--- config.mk ---
export PLATFORM = sky130hd
export DESIGN_NAME = serial_alu_ctrl
export DESIGN_NICKNAME = d
export VERILOG_FILES = /design/src/rtl/serial_alu_ctrl.sv
export SDC_FILE = /design/constraint.sdc
export NUM_CORES = 1
export LEC_CHECK = 0
export ABC_AREA = 0
export CORE_UTILIZATION = 52
export CTS_CLUSTER_DIAMETER = 100
export DETAILED_ROUTE_END_ITERATION = 10
export DONT_BUFFER_PORTS = 1
export PLACE_DENSITY = 0.67
export SKIP_CTS_REPAIR_TIMING = 1
export SLEW_MARGIN = 30
export SYNTH_ARGS = -nofsm -noshare
export SYNTH_HDL_FRONTEND = slang
export SYNTH_SLANG_ARGS = --single-unit
--- constraint.sdc ---
create_clock -name clk -period 8.73 [get_ports clk]
set_clock_uncertainty 0.1 [all_clocks]
set_input_delay 1.3095 -clock clk [delete_from_list [all_inputs] [get_ports clk]]
set_output_delay 1.3095 -clock clk [all_outputs]
set_load 0.03 [all_outputs]
--- src/rtl/serial_alu_ctrl.sv ---
// Bit-serial ALU controller: one 1-bit slice is reused LSB first over WIDTH cycles.
// Optional zero flag output enabled by defining SERIAL_ALU_ZERO_FLAG_EN.
module serial_alu_ctrl #(
  parameter int WIDTH = 32
) (
  input  logic             clk,
  input  logic             rst_n,
  input  logic             start,
  input  logic [2:0]       alu_op,
  input  logic [WIDTH-1:0] a,
  input  logic [WIDTH-1:0] b,
  output logic             busy,
  output logic             done,
  output logic [WIDTH-1:0] result,
  output logic             carry_out,
  output logic             illegal_op
`ifdef SERIAL_ALU_ZERO_FLAG_EN
  ,
  output logic             zero
`endif
);

  // state  | meaning
  // IDLE   | waiting for start; operands latched on acceptance
  // RUN    | one bit per cycle through the slice, LSB first
  // FINISH | finalise SLT bit, latch carry_out, pulse done
  localparam logic [1:0] IDLE   = 2'd0;
  localparam logic [1:0] RUN    = 2'd1;
  localparam logic [1:0] FINISH = 2'd2;

  localparam int             CW   = $clog2(WIDTH);
  localparam logic [CW-1:0]  LAST = CW'(WIDTH - 1);
  localparam logic [2:0]     OP_SLT = 3'b111;

  logic [1:0]       state_q, state_d;
  logic [CW-1:0]    cnt_q, cnt_d;
  logic [WIDTH-1:0] a_q, a_d, b_q, b_d;
  logic [WIDTH-1:0] result_q, result_d;
  logic [2:0]       op_q, op_d;
  logic             carry_q, carry_d;
  logic             carry_out_q, carry_out_d;
  logic             slt_q, slt_d;
  logic             done_q, done_d;
  logic             illegal_q, illegal_d;
`ifdef SERIAL_ALU_ZERO_FLAG_EN
  logic             zero_q, zero_d;
`endif

  logic ai, bi, ci, less_i, bi_eff, sum, ri, c_next;
  logic op_legal;

  always_comb begin
    unique case (alu_op)
      3'b000, 3'b001, 3'b010, 3'b110, 3'b111: op_legal = 1'b1;
      default:                                op_legal = 1'b0;
    endcase
  end

  // 1-bit ALU slice; op2 inverts b and seeds the carry for subtraction
  always_comb begin
    ai     = a_q[cnt_q];
    bi     = b_q[cnt_q];
    ci     = carry_q;
    less_i = 1'b0;
    bi_eff = bi ^ op_q[2];
    sum    = ai ^ bi_eff ^ ci;
    c_next = (ai & bi_eff) | (ci & (ai ^ bi_eff));
    unique case (op_q[1:0])
      2'b00:   ri = ai & bi_eff;
      2'b01:   ri = ai | bi_eff;
      2'b10:   ri = sum;
      default: ri = less_i;
    endcase
  end

  always_comb begin
    state_d     = state_q;
    cnt_d       = cnt_q;
    a_d         = a_q;
    b_d         = b_q;
    op_d        = op_q;
    result_d    = result_q;
    carry_d     = carry_q;
    carry_out_d = carry_out_q;
    slt_d       = slt_q;
    done_d      = 1'b0;
    illegal_d   = 1'b0;
`ifdef SERIAL_ALU_ZERO_FLAG_EN
    zero_d      = zero_q;
`endif
    unique case (state_q)
      IDLE: begin
        if (start) begin
          if (op_legal) begin
            a_d     = a;
            b_d     = b;
            op_d    = alu_op;
            carry_d = alu_op[2];
            cnt_d   = '0;
            state_d = RUN;
          end else begin
            illegal_d = 1'b1;
          end
        end
      end
      RUN: begin
        result_d[cnt_q] = (op_q == OP_SLT) ? 1'b0 : ri;
        carry_d         = c_next;
        if (cnt_q == LAST) begin
          slt_d   = sum;
          state_d = FINISH;
        end else begin
          cnt_d = cnt_q + 1'b1;
        end
      end
      FINISH: begin
        if (op_q == OP_SLT) begin
          result_d    = '0;
          result_d[0] = slt_q;
        end
        carry_out_d = carry_q;
        done_d      = 1'b1;
        state_d     = IDLE;
`ifdef SERIAL_ALU_ZERO_FLAG_EN
        zero_d      = ~|result_d;
`endif
      end
      default: state_d = IDLE;
    endcase
  end

  always_ff @(posedge clk or negedge rst_n) begin
    if (!rst_n) begin
      state_q     <= IDLE;
      cnt_q       <= '0;
      a_q         <= '0;
      b_q         <= '0;
      op_q        <= '0;
      result_q    <= '0;
      carry_q     <= 1'b0;
      carry_out_q <= 1'b0;
      slt_q       <= 1'b0;
      done_q      <= 1'b0;
      illegal_q   <= 1'b0;
`ifdef SERIAL_ALU_ZERO_FLAG_EN
      zero_q      <= 1'b0;
`endif
    end else begin
      state_q     <= state_d;
      cnt_q       <= cnt_d;
      a_q         <= a_d;
      b_q         <= b_d;
      op_q        <= op_d;
      result_q    <= result_d;
      carry_q     <= carry_d;
      carry_out_q <= carry_out_d;
      slt_q       <= slt_d;
      done_q      <= done_d;
      illegal_q   <= illegal_d;
`ifdef SERIAL_ALU_ZERO_FLAG_EN
      zero_q      <= zero_d;
`endif
    end
  end

  assign busy       = (state_q != IDLE);
  assign done       = done_q;
  assign result     = result_q;
  assign carry_out  = carry_out_q;
  assign illegal_op = illegal_q;
`ifdef SERIAL_ALU_ZERO_FLAG_EN
  assign zero       = zero_q;
`endif

endmodule

# --- Word level (Yosys, flattened, before mapping) ---
# Index checks and enable logic that the tools add are counted.
totals:
  regBits: 111
  output_inout_bits: 36
  wordCells: 77
classes:
  add_sub_neg: 1
  n_lt_le_gt_ge: 2
  n_eq_ne: 15
  mux: 27
  bitwise_logic: 7
  n_reduce_logical: 14
op_table:
  columns: ["operator", "count"]
  rows:
  - ["one-hot mux 32 bit (2 select lines)", 1]
  - ["bitwise mux 32 bit", 1]
  - ["2-to-1 mux 32 bit", 1]
  - ["2-to-1 mux 5 bit", 3]
  - ["2-to-1 mux 1 bit", 11]
  - ["binary-select mux 1 bit (select 5 bit)", 2]
  - ["inequality test 2 bit (second input constant)", 5]
  - ["one-hot mux 5 bit (2 select lines)", 1]
  - ["== test 3 bit (second input constant)", 3]
  - ["AND reduction 3 bit", 3]
  - ["less-than comparator 5 x 6 -> 1 bit (second input constant)", 1]
  - ["2-to-1 mux 2 bit", 3]
  - ["nonzero test 2 bit", 3]
  - ["adder 5 x 1 -> 5 bit (second input constant)", 1]
  - ["demux 1 bit (select 5 bit)", 1]
  - ["== test 5 bit (second input constant)", 1]
  - [">= comparator 5 x 1 -> 1 bit (second input constant)", 1]
  - ["OR reduction 5 bit", 1]
  - ["== test 2 x 1 -> 1 bit (second input constant)", 2]
  - ["== test 2 bit (second input constant)", 2]
  - ["logical NOT 2 bit", 2]
  - ["one-hot mux 2 bit (2 select lines)", 1]
  - ["AND reduction 2 bit", 2]
  - ["AND reduction 4 bit", 1]
  - ["9 further kinds", 13]

# --- Depth between registers and ports, before layout ---
depth:
  ltp_word: 9
  depth_mapped: 13
  ltp_nobuf: 11

# --- Worst setup path before layout ---
# No wires, ideal clock.
synth_timing:
  kind: "reg2reg"
  start: "register cnt_q[0]"
  end: "register result_q[11], in the netlist result[11]"
  setup_time_ns: 0.083
  t_arrival_ns: 2.880
  required_ns: 8.547
  path_slack_ns: 5.666
  stages_incl_launch_ff: 12
  cell_sequence: "dfrtp_1 > buf_6 > mux4_2 > a22o_1 > nor4_4 > inv_2 > fa_1 > nand2_1 > o32a_1 > nor2_1 > nand2_1 > o21ai_0"
synth_between:
  elab_chain_cells: 9
  elab_cells_between_ends: 18
synth_lines:
  columns: ["element", "line", "rtl"]
  rows:
  - ["start: declaration", "36", "logic [CW-1:0] cnt_q, cnt_d;"]
  - ["start signal: assignment", "150", "cnt_q <= cnt_d;"]
  - ["binary-select mux 1 bit (select 5 bit)", "62", "bi = b_q[cnt_q];"]
  - ["2-to-1 mux 1 bit (not written as such)", "62", null]
  - ["bitwise XOR 1 bit", "65", "bi_eff = bi ^ op_q[2];"]
  - ["bitwise XOR 1 bit * (2 in a row)", "66", "sum = ai ^ bi_eff ^ ci;"]
  - ["named net sum", "49", "logic ai, bi, ci, less_i, bi_eff, sum, ri, c_next;"]
  - ["one-hot mux 1 bit (3 select lines) *", "68", "unique case (op_q[1:0])"]
  - ["2-to-1 mux 1 bit *", "107", "result_d[cnt_q] = (op_q == OP_SLT) ? 1'b0 : ri;"]
  - ["bitwise mux 32 bit *", "107", null]
  - ["one-hot mux 32 bit (2 select lines) *", "91", "unique case (state_q)"]
  - ["end signal: assignment", "154", "result_q <= result_d;"]
  - ["end: declaration", "38", "logic [WIDTH-1:0] result_q, result_d;"]
# Mark *: on every way through the listed nets, which the timed path passes. The rest lies on a longest branch. The select of a mux whose other input is x is not followed.
# A chain may end at the register's enable or synchronous reset.

# --- Worst setup path in the final report ---
layout_timing:
  start: "register cnt_q[0]"
  end: "register result_q[31], in the netlist result[31]"
# The elaborated chain is that of the path after synthesis.

==> flow_summary.yaml <==
timing:
  relSlewSlack: 0.4119
  period_minus_slack_ns: 3.728
  fmax_mhz: 268.3
  setup_ws_ns: 5.002
  worstMarginPinSlew_ns: 0.8803
  finalCritPeriodShare: 0.4270
  slew_viol_final: 0
  finalSetupViolCount: 0
  tns_ns: 0
  finalHoldViolations: 0
  rsz0062_at_grt: "no"
synthesis:
  synth_top_area_share: 0.5360
  synth_area_per_cell_um2: 9.288
  netlist_area_mm2: 0.005182
  ys_async_sr_fraction: 1.000
  yosys-top-cells-count: "nand2_1, dfrtp_1, o21ai_0"
  synth_area_leaders: "dfrtp_1, nand2_1, o21ai_0"
  yosys_warnings: 0
  synth_seq_cells: 111
  synth_seq_area_share: 0.5360
  synth.most_common_cell: "nand2_1"
  synth_top_area_cell: "dfrtp_1"
  synth_edf_count: 0
  ys_types: 44
  syn_inst: 558
  synthFlopType: "dfrtp_1"
  synth_fp_nets: 636
power:
  p_per_area_mw_per_mm2: 381.2
  vdd.ir_drop.worst_uv: 162.9
  power_leakage_uw: 0.002592
placed_design:
  place.gp.congestion: 0.8004
  dp_slack_ns: 4.694
  portBuffers: 0
  hpwl_mm: 7.891
floorplanning:
  pin_count: 106
  num_rows: 36
  die_w_um: 101.8
  core_mm2: 0.009729
  start_util: 0.5327
  dieArea_mm2: 0.01037
  chipHeight_um: 101.8
route:
  drt-initial-drc-count: 226
  viasPerCell: 5.650
  drt_first_pass_iters: 4
  wirelength_mm: 11.67
  routed-via-count: 3808
  wl_per_cell_um: 17.32
  drc: 0
  ant_nets: 0
clocking:
  cts_htree_levels: 3
  clockRootBuffer: "clkbuf_8"
  cts_buffer_depth: 2
  clkSinkCount: 111
  path_clk_slew_ns: 0.11
  clock_latency_ns: 0.37
  tritoncts: "done"
  numCtsBuffers: 9
grt:
  grt_max_degree: 112
  grt_pass1_wl_mm: 18.69
  grt.total_usage: 0.2371
  grt_pass1_vias: 3624
  grt_overflow: 0
  antenna_found_initial: 0
cells_and_area:
  area_growth_pct: 5.191
  drive_gt1_frac: 0.07209
  antenna_cells: 0
  fin_nets: 614
  fin_util: 0.5603
worst_setup_path:
  crit_required_ns: 8.91
  cp_max_fo: 22
  r2r_slack_ns: 5.00
  timing.rr.start: "cnt_q[0]"
  cp-endpoint: "result[31]"
  r2r_end: "result[31]"
  critical_path_class: "reg2reg"
  start_kind: "flop"
  end_kind: "flop"
  r2r_cells: 10
  cp_data_arrival_time_ns: 3.91
  crit_start: "cnt_q[0]"
outcome:
  outcome: "finished clean"
min_path:
  hold_path_class: "reg2reg"
run:
  max-cap-violations: 0
## cell families (layout without fill, tap and decap cells)
| kind of cell | Yosys count | after routing | synth area share |
|---|---|---|---|
| AO/OA/AOI/OAI | 119 | 119 | 0.1231 |
| XOR/XNOR | 4 | 4 | 0.006761 |
| adder cells (fa/ha/maj) | 8 | 8 | 0.02076 |
| buffers and inverters | 42 | 25 | 0.03428 |
| flip-flops | 111 | 111 | 0.5360 |
| multiplexers | 21 | 21 | 0.07605 |
| AND/OR/NAND/NOR | 253 | 253 | 0.2030 |
## through the flow
| stage | power, uW | cells | hold WS (ns) | instance area, um2 |
|---|---|---|---|---|
| detailed placement | 1766 | 658 | 0.3566 | 5236 |
| global route | 2229 | 674 | 0.3960 | 5451 |
| finish | 2078 | 674 | 0.3807 | 5451 |
| CTS | 2084 | 674 | 0.3825 | 5444 |
| floorplan | 1570 | 558 | 0.3373 | 5182 |
| global placement | 1734 | 658 | 0.3505 | 5230 |
## report_power, final
group | leakage [uW] | internal [uW] | switching (uW)
clock network | 0.000102 | 144 | 177
logic | 0.00108 | 309 | 406
registers | 0.00141 | 729 | 312
total | 0.00259 | 1180 | 896
## placed cells by master (no fill, tap or decap), types with 2 or more instances in the layout
cell type  instances
nand3b_1           3
nor3_1             3
nand4_1            2
nand2_1          211
clkinv_4           2
dfrtp_1          109
a22oi_1            2
o21ai_1           18
and3b_1            2
a21oi_1           36
buf_4              3
mux4_2             8
xor2_1             3
clkbuf_8          10
dfrtp_2            2
and3_1             2
o21ai_0           51
a22o_1             4
mux2_2             2
nand2b_1           2
nor2_1             9
nand3_1            3
inv_1              5
nor3b_1            2
mux4_1             5
and2_1             4
ha_1               7
mux2i_1            6
o22ai_1            2
## final cells by class
| cell class | instances | area, um2 |
|---|---|---|
| clock buffers | 11 | 141.4 |
| clock inverters | 5 | 66.31 |
| fillers | 896 | 4278 |
| inverters | 6 | 22.52 |
| multi-input cells | 405 | 2252 |
| flip-flops and latches | 111 | 2780 |
| well taps | 133 | 166.4 |
| repair buffers | 3 | 22.52 |
## registers in the layout, indices dropped and copies added (netlist names)
name        flops
a_q            32
b_q            32
carry_out       1
carry_q         1
cnt_q           5
done            1
illegal_op      1
op_q            3
result         32
slt_q           1
state_q         2
## critical path, stage by stage, from the launching register on
cell	delay [ns]
dfrtp_2	0.74
mux4_1	0.65
a22oi_1	0.20
nand4_1	0.20
xor2_1	0.22
fa_1	0.52
nand2_1	0.05
o32a_1	0.19
nor2_1	0.24
nand2_1	0.26
o21ai_0	0.25
## how the worst min path moves through the flow
stage / start / to / cells past startpoint
after floorplan: a_q[1] / a_q[1] / 2
after global placement: a_q[22] / a_q[22] / 2
after detailed placement: b_q[21] / b_q[21] / 2
after CTS: b_q[21] / b_q[21] / 2
after global routing: b_q[6] / b_q[6] / 2
final: b_q[21] / b_q[21] / 2
## routing by layer
metal  GRT usage  wire length, um  up-vias
met5           0                0        -
met4     0.06374              149        0
met3     0.06635              930       13
met2      0.3695             5455      139
met1      0.3298             5138     1832
li1            -                -     1824
Note: power is estimated with default switching activity, not from simulation.
